==> src/rtl/taillight_seq.sv <==
// rtl/taillight_seq.sv - registered taillight LED sequencer for the LED bar
//
// Ports:
//   in_clock      - system clock, all state on rising edge
//   reset_n       - asynchronous active-low reset
//   current_state - light state: IDLE=0 HZRD=1 SIG_L=2 SIG_R=3 BRK=4
//                   BRK_SIG_L=5 BRK_SIG_R=6 (7 behaves as IDLE)
//   seq_mode      - 1 = sweep the turn side, 0 = flash the whole turn side
//   LEDR          - registered LED drive; left side at the top bits,
//                   right side at the bottom bits, unlit gap in between
module taillight_seq #(
  parameter int LEDS_PER_SIDE = 3,
  parameter int GAP           = 4,
  parameter int TICK_DIV      = 12_500_000,
  parameter int CENTER_BRAKE  = 0
) (
  input  logic                           in_clock,
  input  logic                           reset_n,
  input  logic [2:0]                     current_state,
  input  logic                           seq_mode,
  output logic [2*LEDS_PER_SIDE+GAP-1:0] LEDR
);

  localparam int N  = LEDS_PER_SIDE;
  localparam int W  = 2 * N + GAP;
  localparam int DW = $clog2(TICK_DIV);
  localparam int SW = $clog2(N + 1);

  localparam logic [DW-1:0] DIV_LAST  = DW'(TICK_DIV - 1);
  localparam logic [SW-1:0] STEP_LAST = SW'(N);

  localparam logic [2:0] ST_HZRD      = 3'd1;
  localparam logic [2:0] ST_SIG_L     = 3'd2;
  localparam logic [2:0] ST_SIG_R     = 3'd3;
  localparam logic [2:0] ST_BRK       = 3'd4;
  localparam logic [2:0] ST_BRK_SIG_L = 3'd5;
  localparam logic [2:0] ST_BRK_SIG_R = 3'd6;

  logic [2:0]    prev_state;
  logic [DW-1:0] div_cnt;
  logic [SW-1:0] step;
  logic          flash;
  logic          tick;
  logic          restart;

  logic [N-1:0]  left_turn;
  logic [N-1:0]  right_turn;
  logic [N-1:0]  left_side;
  logic [N-1:0]  right_side;
  logic          centre_on;
  logic [W-1:0]  next_led;

  assign tick    = (div_cnt == DIV_LAST);
  assign restart = (current_state != prev_state);

  // A state change restarts the sequence and wins over a coincident tick,
  // so the first step after a change is always held a full TICK_DIV cycles.
  always_ff @(posedge in_clock or negedge reset_n) begin
    if (!reset_n) begin
      prev_state <= '0;
      div_cnt    <= '0;
      step       <= '0;
      flash      <= 1'b0;
      LEDR       <= '0;
    end else begin
      prev_state <= current_state;
      LEDR       <= next_led;
      if (restart) begin
        div_cnt <= '0;
        step    <= SW'(1);
        flash   <= 1'b1;
      end else if (tick) begin
        div_cnt <= '0;
        step    <= (step == STEP_LAST) ? '0 : step + 1'b1;
        flash   <= ~flash;
      end else begin
        div_cnt <= div_cnt + 1'b1;
      end
    end
  end

  // The pattern is built from prev_state rather than current_state: on the
  // restart edge the counters still hold the old sequence, so decoding the
  // old state keeps the old pattern intact for that one edge and the new
  // state's pattern appears exactly when step/flash have been restarted.
  always_comb begin
    left_turn  = '0;
    right_turn = '0;
    left_side  = '0;
    right_side = '0;
    centre_on  = 1'b0;
    next_led   = '0;

    // Innermost LED of the left side is its lowest bit; of the right side,
    // its highest bit. Sweep lights the innermost `step` LEDs.
    for (int i = 0; i < N; i++) begin
      left_turn[i]  = seq_mode ? (i < int'(step))      : flash;
      right_turn[i] = seq_mode ? (i >= N - int'(step)) : flash;
    end

    case (prev_state)
      ST_HZRD: begin
        left_side  = {N{flash}};
        right_side = {N{flash}};
      end
      ST_SIG_L: left_side  = left_turn;
      ST_SIG_R: right_side = right_turn;
      ST_BRK: begin
        left_side  = '1;
        right_side = '1;
        centre_on  = (CENTER_BRAKE != 0);
      end
      ST_BRK_SIG_L: begin
        left_side  = left_turn;
        right_side = '1;
        centre_on  = (CENTER_BRAKE != 0);
      end
      ST_BRK_SIG_R: begin
        left_side  = '1;
        right_side = right_turn;
        centre_on  = (CENTER_BRAKE != 0);
      end
      default: ;
    endcase

    // Bit-wise assembly keeps GAP = 0 legal (no empty centre slice).
    for (int i = 0; i < W; i++) begin
      if (i < N) begin
        next_led[i] = right_side[i];
      end else if (i >= W - N) begin
        next_led[i] = left_side[i - (W - N)];
      end else begin
        next_led[i] = centre_on;
      end
    end
  end

endmodule

==> config.mk <==
export PLATFORM = sky130hd
export DESIGN_NAME = taillight_seq
export DESIGN_NICKNAME = d
export VERILOG_FILES = /design/src/rtl/taillight_seq.sv
export SDC_FILE = /design/constraint.sdc
export NUM_CORES = 1
export LEC_CHECK = 0
export ABC_AREA = 1
export CAP_MARGIN = 20
export CORE_MARGIN = 3
export CORE_UTILIZATION = 62
export CTS_CLUSTER_SIZE = 14
export DETAILED_ROUTE_END_ITERATION = 10
export GPL_ROUTABILITY_DRIVEN = 0
export PLACE_DENSITY = 0.82
export SLEW_MARGIN = 40
export SYNTH_ARGS = -nofsm -noshare
export SYNTH_HDL_FRONTEND = slang
export SYNTH_SLANG_ARGS = --single-unit
==> constraint.sdc <==
create_clock -name in_clock -period 3.47 [get_ports in_clock]
set_input_delay 0.694 -clock in_clock [delete_from_list [all_inputs] [get_ports in_clock]]
set_output_delay 0.694 -clock in_clock [all_outputs]
set_load 0.01 [all_outputs]
==> qor.yml, run 1 <==
cells_and_area:
  synthToLayoutAreaGrowth_pct: 9.652
  post_route_cells_drive_above_1_share: 0.07823
  num_antenna_cells: 0
  mostFrequentLayoutCells: "sky130_fd_sc_hd__nand2_1 (75), sky130_fd_sc_hd__nor2_1 (62), sky130_fd_sc_hd__dfrtp_1 (36)"
  fill_cells: 263
  final_common_cell: "sky130_fd_sc_hd__nand2_1"
  total_nets_final: 303
  layoutNonFillerInstCount: 338
global_routing:
  grt-ovfl-total: 0
  grt_antenna_before_repair: 0
  maximum_number_of_pins_on_one_net_before_global_route_repair: 37
  first_global_vias: 1611
  groute.usage.overall: 0.2299
  global_route_wire_length_before_repair_mm: 7.079
power_and_ir_drop:
  cellInternalPower_uw: 610.2
  share_clk_of_total_power: 0.363
  comb_power_share: 0.089
  power.static_leakage_nw: 0.9676
  total_power_uw: 797.6
  switchingPower_uw: 187.4
  total_power_density_per_cell_area_mw_per_mm2: 355.1
  power.share.switching: 0.2350
  ir_drop_mv: 0.2934
  pwr-share-seq: 0.549
floorplan:
  die_h_um: 63.48
  row_count: 20
  die_w_um: 63.48
  placeableCoreArea_mm2: 0.003103
  area_of_the_die_mm2: 0.004029
  initial_utilization: 0.6601
  ioPinCount: 16
clock_tree:
  hold_buffers: 0
  insertion_delay_ns: 0.35
  clk_pin_slew_ns: 0.11
  clkSinkCount: 36
  cts_inserted_buffers: 5
  h-tree-depth: 2
  cts_tree: "yes"
  postCtsSetupRepairBufs: 0
  clockRootBuffer: "sky130_fd_sc_hd__clkbuf_4"
  cts_repair_resizes: 0
  cts.path.max_buffers: 2
sta:
  finalSetupTns_ns: 0
  final_period_minus_worst_setup_slack_ns: 2.119
  rsz0062_at_grt: "no"
  f_max_mhz: 472.0
  finClkSkew_ns: 0.006955
  relSlewSlack: 0.6424
  setup_slack_after_layout_ns: 1.351
  maxSlewViolCount: 0
  final.period_utilization: 0.6105
  worstMarginPinSlew_ns: 0.5359
  report.final.setup_viol: 0
  hold_ws_ns: 0.2765
  timing.final.hold_violations: 0
setup_path:
  worstSetupEndpointType: "flop"
  worst-endpoint-required_ns: 3.75
  arrival_ns: 2.40
  worst-r2r-setup-slack_ns: 1.64
  startpoint_type: "input pin"
  crit_fanout: 11
  worst-setup-path-type: "input pin to flop"
yosys:
  yosysUniqueCellTypes: 27
  syn-mean-instance-area_um2: 7.368
  syn_area_mm2: 0.002048
  ys_seq_elements: 36
  syn-instance-count: 278
  ys_warn_count: 0
  part_of_the_yosys_area_used_for_sequential_elements: 0.4398
drt:
  post-route-drc-count: 0
  routedWlPerCell_um: 11.87
  drtIter0Drc: 154
  num_vias: 1708
  detail_route.vias_per_cell: 5.053
  drt.antenna.violating_nets: 0
  drt_first_pass_iters: 4
  routed_wirelength_mm: 4.011
placement:
  dpl_worst_slack_ns: 0.9778
  numPlacedInstances: 330
  numPortBuffers: 11
  dpl.hpwl_mm: 3.048
job:
  cap_violations: 0
status:
  outcome: "finished clean"
worst_hold_path:
  min_path_type: "input pin to async pin"
==> per-stage QoR <==
stage / util / area, um^2
CTS: 0.7230 / 2243
global route: 0.7238 / 2246
global placement: 0.6984 / 2167
floorplan: - / 2059
finish: 0.7238 / 2246
detailed placement: 0.6984 / 2167
==> final timing paths <==
check / startpoint / end / cells after the start
max: current_state[2] / div_cnt[21] / 7
min: reset_n / div_cnt[10] / 1
max reg2reg: prev_state[2] / div_cnt[21] / 6
min reg2reg: div_cnt[0] / div_cnt[0] / 1
max in group asynchronous: reset_n / div_cnt[13] / 1
min in group in_clock: div_cnt[0] / div_cnt[0] / 1
==> power by group through the flow <==
stage / Clock (mW) / Combinational (mW) / Sequential, mW
finish: 0.289 / 0.0708 / 0.438
global route: 0.317 / 0.0802 / 0.439
CTS: 0.296 / 0.0712 / 0.438
detailed placement: 0 / 0.0711 / 0.446
global placement: 0 / 0.0695 / 0.445
floorplan: 0 / 0.0371 / 0.449
==> cell usage after synthesis (all sizes together) <==
library cell,n,share of area
a21oi,12,0.029
buf,6,0.026
clkinv,1,0.0024
conb,1,0.0018
dfrtp,36,0.44
ha,4,0.024
inv,28,0.051
nand2,81,0.16
nand3,20,0.054
nand3b,1,0.0037
nand4,4,0.012
nor2,67,0.13
nor3,1,0.0024
nor3b,1,0.0037
o21ai,2,0.0049
o21bai,1,0.0037
or2,2,0.0061
xnor2,4,0.017
xor2,6,0.026
==> metal layers <==
metal	vias up	share of wire	global-route usage	routed length [um]
met5	-	0	0	0
met4	0	0.018	0.1159	71
met3	7	0.060	0.04278	242
met2	40	0.44	0.3572	1765
met1	772	0.48	0.3066	1932
li1	889	-	-	-
==> layout make-up <==
class	count	area, um^2	area share
Timing Repair Buffer	11	107.6	0.04791
Sequential cell	36	900.9	0.4011
Clock buffer	6	41.29	0.01838
Multi-Input combinational cell	210	996.0	0.4435
Tap cell	44	55.05	0.02451
Inverter	29	110.1	0.04903
Clock inverter	2	35.03	0.01560
==> kinds of logic after synthesis <==
logic type | share of synthesized area
fa+ha+maj | 0.02444
buf+inv | 0.07941
xor+xnor | 0.04276
compound gates | 0.03787
other cells | 0.001831
flops | 0.4398
simple gates | 0.3739
==> critical path, stage by stage <==
cell and delay (ns):
sky130_fd_sc_hd__clkdlybuf4s50_1 0.43, sky130_fd_sc_hd__or2_1 0.22, sky130_fd_sc_hd__nand2_1 0.07, sky130_fd_sc_hd__nand3_2 0.24, sky130_fd_sc_hd__nor2_2 0.53, sky130_fd_sc_hd__nand2_1 0.10, sky130_fd_sc_hd__nor2_1 0.11
==> state kept, by name, indices dropped and copies added (netlist names) <==
register and count:
LEDR 6, step 2, flash 1, div_cnt 24
prev_state 3
Note: power is estimated with default switching activity, not from simulation.
==> run 2: changes to the inputs <==
- CORE_UTILIZATION: 62 -> 58
- PLACE_DENSITY: 0.82 -> 0.77
- clock period: 3.47 -> 2.2 ns (I/O delays scaled with it)
==> qor.yml, run 2 (synthesized netlist as in run 1, its figures left out) <==
status:
  outcome: "finished clean"  # unchanged
setup_path:
  cp_num_buf_inv: 1  # unchanged
  arrival_ns: 1.24  # was 2.40 ns
  slowest_delay_ns: 0.54  # was 0.53 ns
  startpoint_type: "flop"  # was input pin
  worst-setup-path-type: "flop to output pin"  # was input pin to flop
  worst-r2r-setup-slack_ns: 0.58  # was 1.64 ns
  regToRegStartpoint: "div_cnt[0]"  # was prev_state[2]
  cp_top_delay_family: "buffers and inverters"  # was simple AND/OR/NAND/NOR gates
  rr_endpoint: "div_cnt[20]"  # was div_cnt[21]
  crit_fanout: 1  # was 11
  worst-endpoint-required_ns: 1.76  # was 3.75 ns
  worst_r2r_path_depth: 8  # was 6
  timing.critical_path.slowest_stage_cell: "sky130_fd_sc_hd__clkdlybuf4s50_1"  # was sky130_fd_sc_hd__nor2_2
  worstSetupEndpointType: "output pin"  # was flop
  critPathLaunch: "LEDR[2]"  # was current_state[2]
  worstPathCellList: "clkdlybuf4s50_1"  # was clkdlybuf4s50_1 -> or2_1 -> nand2_1 -> nand3_2 -> nor2_2 -> nand2_1 -> nor2_1
cells_and_area:
  final_common_cell: "sky130_fd_sc_hd__nand2_1"  # unchanged
  top_regs: "div_cnt (24), LEDR (6), prev_state (3)"  # unchanged
  mostFrequentLayoutCells: "sky130_fd_sc_hd__nand2_1 (75), sky130_fd_sc_hd__nor2_1 (62), sky130_fd_sc_hd__dfrtp_1 (36)"  # unchanged
  post_route_cells_drive_above_1_share: 0.08784  # was 0.07823
  num_antenna_cells: 0  # unchanged
  regMostFlops: "div_cnt"  # unchanged
  layoutNonFillerInstCount: 340  # was 338
  synthToLayoutAreaGrowth_pct: 10.57  # was 9.652%
  largest_register_ff_count: 24  # unchanged
  total_nets_final: 305  # was 303
clock_tree:
  cts_repair_resizes: 0  # unchanged
  cts.path.max_buffers: 2  # unchanged
  clockRootBuffer: "sky130_fd_sc_hd__clkbuf_4"  # unchanged
  clkSinkCount: 36  # unchanged
  cts_tree: "yes"  # unchanged
  postCtsSetupRepairBufs: 0  # unchanged
  clk_pin_slew_ns: 0.12  # was 0.11 ns
  h-tree-depth: 2  # unchanged
  cts_inserted_buffers: 5  # unchanged
  hold_buffers: 0  # unchanged
  insertion_delay_ns: 0.35  # about the same
floorplan:
  die_h_um: 65.43  # was 63.48 um
  die_w_um: 65.43  # was 63.48 um
  placeableCoreArea_mm2: 0.003203  # was 0.003103 mm^2
  initial_utilization: 0.6395  # was 0.6601
  row_count: 20  # unchanged
  area_of_the_die_mm2: 0.004280  # was 0.004029 mm^2
  ioPinCount: 16  # unchanged
global_routing:
  grt_antenna_before_repair: 0  # unchanged
  first_global_vias: 1701  # was 1611
  global_route_wire_length_before_repair_mm: 7.583  # was 7.079 mm
  grt-ovfl-total: 0  # unchanged
  maximum_number_of_pins_on_one_net_before_global_route_repair: 37  # unchanged
  groute.usage.overall: 0.2322  # was 0.2299
drt:
  routedWlPerCell_um: 12.59  # was 11.87 um
  drt.antenna.violating_nets: 0  # unchanged
  routed_wirelength_mm: 4.281  # was 4.011 mm
  detail_route.vias_per_cell: 5.097  # was 5.053
  num_vias: 1733  # was 1708
  drt_first_pass_iters: 4  # unchanged
  post-route-drc-count: 0  # unchanged
  drtIter0Drc: 126  # was 154
power_and_ir_drop:
  total_power_density_per_cell_area_mw_per_mm2: 561.0  # was 355.1 mW/mm^2
  power.static_leakage_nw: 0.9762  # was 0.9676 nW
  share_clk_of_total_power: 0.366  # was 0.363
  power.share.switching: 0.2412  # was 0.2350
  pwr-share-seq: 0.543  # was 0.549
  switchingPower_uw: 306.5  # was 187.4 uW
  ir_drop_mv: 0.4468  # was 0.2934 mV
  comb_power_share: 0.091  # was 0.089
  cellInternalPower_uw: 964.0  # was 610.2 uW
sta:
  f_max_mhz: 594.6
  final_period_minus_worst_setup_slack_ns: 1.682
  maxSlewViolCount: 0  # unchanged
  finClkSkew_ns: 0.01395  # was 0.006955 ns
  rsz0062_at_grt: "no"  # unchanged
  final.period_utilization: 0.7644
  report.final.setup_viol: 0  # unchanged
  finalSetupTns_ns: 0  # unchanged
  timing.final.hold_violations: 0  # unchanged
placement:
  dpl.hpwl_mm: 3.330  # was 3.048 mm
  numPortBuffers: 11  # unchanged
  numPlacedInstances: 332  # was 330
job:
  cap_violations: 0  # unchanged
worst_hold_path:
  min_path_type: "input pin to async pin"  # unchanged
run 2: layer usage:
metal,GRT usage,wire (um)
met1,0.3130,1988
met5,0,0
met4,0.1192,116
met3,0.05641,261
met2,0.3464,1913
run 2: power by group through the flow:
stage | registers [mW] | clock network [mW] | logic [mW]
6_report | 0.689 | 0.465 | 0.116
5_1_grt | 0.693 | 0.506 | 0.130
4_1_cts | 0.690 | 0.479 | 0.117
3_5_place_dp | 0.703 | 0 | 0.117
3_3_place_gp | 0.702 | 0 | 0.115
2_1_floorplan | 0.708 | 0 | 0.0585
run 2: worst register-to-register path, cell delays in order (launching register included):
cell	delay, ns
sky130_fd_sc_hd__dfrtp_1	0.39
sky130_fd_sc_hd__ha_1	0.19
sky130_fd_sc_hd__nand3_1	0.13
sky130_fd_sc_hd__inv_1	0.16
sky130_fd_sc_hd__nand2_1	0.11
sky130_fd_sc_hd__nor2_2	0.20
sky130_fd_sc_hd__nand3b_1	0.15
sky130_fd_sc_hd__nor2_1	0.12
sky130_fd_sc_hd__nor2_1	0.06
run 2: layout make-up:
cell class                      count  area, um^2
Timing Repair Buffer               13       122.6
Tap cell                           44       55.05
Sequential cell                    36       900.9
Clock buffer                        5       37.54
Multi-Input combinational cell    210       996.0
Inverter                           29       110.1
Clock inverter                      3       42.54
Fill cell                         280       938.4
run 2: stage by stage:
stage | power, mW | setup slack, ns | hold slack (ns) | instance area [um^2] | utilization
2_1_floorplan | 0.7663 | 0.8600 | 0.1444 | 2059 | -
3_3_place_gp | 0.8164 | 0.3807 | 0.4559 | 2182 | 0.6813
3_5_place_dp | 0.8197 | 0.3169 | 0.4618 | 2182 | 0.6813
4_1_cts | 1.286 | 0.4982 | 0.1775 | 2262 | 0.7063
5_1_grt | 1.328 | 0.4491 | 0.03461 | 2265 | 0.7070
6_report | 1.270 | 0.5183 | 0.01961 | 2265 | 0.7070
run 2: worst max path at each step:
stage,cells after the start,endpoint
finish,1,LEDR[2]
global route,8,div_cnt[20]
CTS,1,LEDR[2]
detailed placement,8,div_cnt[19]
global placement,8,div_cnt[11]
floorplan,9,div_cnt[18]
==> run 3: changes to the inputs <==
- clock period: 2.2 -> 1.7 ns (I/O delays scaled with it)
==> qor.yml, run 3 (synthesized netlist as in run 1, its figures left out) <==
clock_tree:
  h-tree-depth: 2  # unchanged
  clk_pin_slew_ns: 0.11  # was 0.12 ns
  insertion_delay_ns: 0.33  # was 0.35 ns
  postCtsSetupRepairBufs: 0  # unchanged
  cts_tree: "yes"  # unchanged
  cts.path.max_buffers: 2  # unchanged
  clockRootBuffer: "sky130_fd_sc_hd__clkbuf_4"  # unchanged
  cts_inserted_buffers: 5  # unchanged
  clkSinkCount: 36  # unchanged
sta:
  report.final.setup_viol: 0  # unchanged
  final_period_minus_worst_setup_slack_ns: 1.546
  f_max_mhz: 647.0
  finClkSkew_ns: 0.01271  # was 0.01395 ns
  maxSlewViolCount: 0  # unchanged
  setup_slack_after_layout_ns: 0.1545  # was 0.5183 ns
  finalSetupTns_ns: 0  # unchanged
  final.period_utilization: 0.9091
  timing.final.hold_violations: 0  # unchanged
  rsz0062_at_grt: "no"  # unchanged
placement:
  detailed_place.area_mm2: 0.002232  # was 0.002182 mm^2
  dpl.hpwl_mm: 3.361  # was 3.330 mm
  numPortBuffers: 11  # unchanged
  dpl_worst_slack_ns: -0.01343  # was 0.3169 ns
global_routing:
  maximum_number_of_pins_on_one_net_before_global_route_repair: 20  # was 37
  grt_antenna_before_repair: 0  # unchanged
  groute.usage.overall: 0.2263  # was 0.2322
  global_route_wire_length_before_repair_mm: 7.279  # was 7.583 mm
  first_global_vias: 1616  # was 1701
  grt-ovfl-total: 0  # unchanged
cells_and_area:
  synthToLayoutAreaGrowth_pct: 12.58  # was 10.57%
  final_area_mm2: 0.002306  # was 0.002265 mm^2
  final_common_cell: "sky130_fd_sc_hd__nand2_1"  # unchanged
  post_route_cells_drive_above_1_share: 0.09603  # was 0.08784
  regMostFlops: "div_cnt"  # unchanged
  fin_util: 0.7199  # was 0.7070
  num_antenna_cells: 0  # unchanged
  mostFrequentLayoutCells: "sky130_fd_sc_hd__nand2_1 (75), sky130_fd_sc_hd__nor2_1 (62), sky130_fd_sc_hd__dfrtp_1 (36)"  # unchanged
  total_nets_final: 311  # was 305
  largest_register_ff_count: 24  # unchanged
  top_regs: "div_cnt (24), LEDR (6), prev_state (3)"  # unchanged
worst_hold_path:
  min_path_type: "input pin to async pin"  # unchanged
floorplan:
  area_of_the_die_mm2: 0.004280  # unchanged
  placeableCoreArea_mm2: 0.003203  # unchanged
  initial_utilization: 0.6395  # unchanged
  die_w_um: 65.43  # unchanged
  ioPinCount: 16  # unchanged
  die_h_um: 65.43  # unchanged
  row_count: 20  # unchanged
job:
  cap_violations: 0  # unchanged
drt:
  detail_route.vias_per_cell: 4.968  # was 5.097
  drt.antenna.violating_nets: 0  # unchanged
  routed_wirelength_mm: 4.235  # was 4.281 mm
  num_vias: 1719  # was 1733
  post-route-drc-count: 0  # unchanged
  routedWlPerCell_um: 12.24  # was 12.59 um
  drt_first_pass_iters: 4  # unchanged
  drtIter0Drc: 106  # was 126
power_and_ir_drop:
  pwr-share-seq: 0.583  # was 0.543
  share_clk_of_total_power: 0.312  # was 0.366
  power.share.switching: 0.2457  # was 0.2412
  ir_drop_mv: 0.4223  # was 0.4468 mV
  total_power_density_per_cell_area_mw_per_mm2: 663.7  # was 561.0 mW/mm^2
  switchingPower_uw: 376.0  # was 306.5 uW
  power.static_leakage_nw: 1.001  # was 0.9762 nW
  comb_power_share: 0.104  # was 0.091
  cellInternalPower_mw: 1.154  # was 964.0 uW
setup_path:
  worst-endpoint-required_ns: 1.93  # was 1.76 ns
  worst-r2r-setup-slack_ns: 0.15  # was 0.58 ns
  worstSetupEndpointType: "flop"  # was output pin
  startpoint_type: "flop"  # unchanged
  worst-setup-path-type: "flop to flop"  # was flop to output pin
  arrival_ns: 1.77  # was 1.24 ns
  crit_fanout: 7  # was 1
status:
  outcome: "finished clean"  # unchanged
-- run 3: cell count changes in the layout (fill, tap and decap cells not counted), sizes merged --
cell,before,now
dlygate4sd3,0,1
buf,3,8
bufinv,1,0
clkinv,2,1
clkbuf,5,8
clkinvlp,1,0
-- run 3: worst max-delay path: stages (launching register included) --
cell	delay [ns]
sky130_fd_sc_hd__dfrtp_1	0.39
sky130_fd_sc_hd__ha_1	0.21
sky130_fd_sc_hd__nand2_1	0.08
sky130_fd_sc_hd__nor2_1	0.15
sky130_fd_sc_hd__nand3_1	0.16
sky130_fd_sc_hd__nor2_4	0.15
sky130_fd_sc_hd__nor2_2	0.05
sky130_fd_sc_hd__buf_4	0.16
sky130_fd_sc_hd__nand2_1	0.07
sky130_fd_sc_hd__nor2_1	0.04
-- run 3: repair_timing --
| action | CTS | global route |
|---|---|---|
| endpoints found under the hold margin | 17 | 0 |
| setup endpoints to repair | 0 | 1 |
| hold buffers | 1 | 0 |
| resized for setup | 0 | 1 |
-- run 3: path summary, 6_finish.rpt --
kind | startpoint | endpoint | cells after the start
max in group asynchronous | reset_n | div_cnt[20] | 3
setup / recovery | div_cnt[0] | div_cnt[21] | 9
hold / removal | reset_n | div_cnt[7] | 2
min in group in_clock | div_cnt[0] | div_cnt[0] | 1
hold reg to reg | div_cnt[0] | div_cnt[0] | 1
setup reg to reg | div_cnt[0] | div_cnt[21] | 9
-- run 3: final cells by class --
type                            instances  area (um^2)
Fill cell                             284        897.1
Timing Repair Buffer                   19        180.2
Sequential cell                        36        900.9
Inverter                               29        110.1
Multi-Input combinational cell        210         1001
Tap cell                               44        55.05
Clock buffer                            8        58.81
-- run 3: stage by stage --
step                      power, mW  hold slack, ns  std cells
final                         1.530          0.4552        346
after global routing          1.606          0.4779        346
after CTS                     1.549          0.4600        346
after detailed placement      1.070          0.3017        337
after global placement        1.067          0.2978        337
after floorplan              0.9917         0.04441        281
-- run 3: power by group through the flow --
stage	combinational, mW	sequential, mW	clock, mW
global placement	0.159	0.909	0
global route	0.180	0.896	0.529
CTS	0.162	0.893	0.494
floorplan	0.0757	0.916	0
detailed placement	0.160	0.910	0
finish	0.160	0.893	0.478
-- run 3: metal layers --
metal	track usage	routed length [um]
met5	0	0
met4	0.07772	44
met3	0.04957	205
met2	0.3502	1959
met1	0.3141	2026
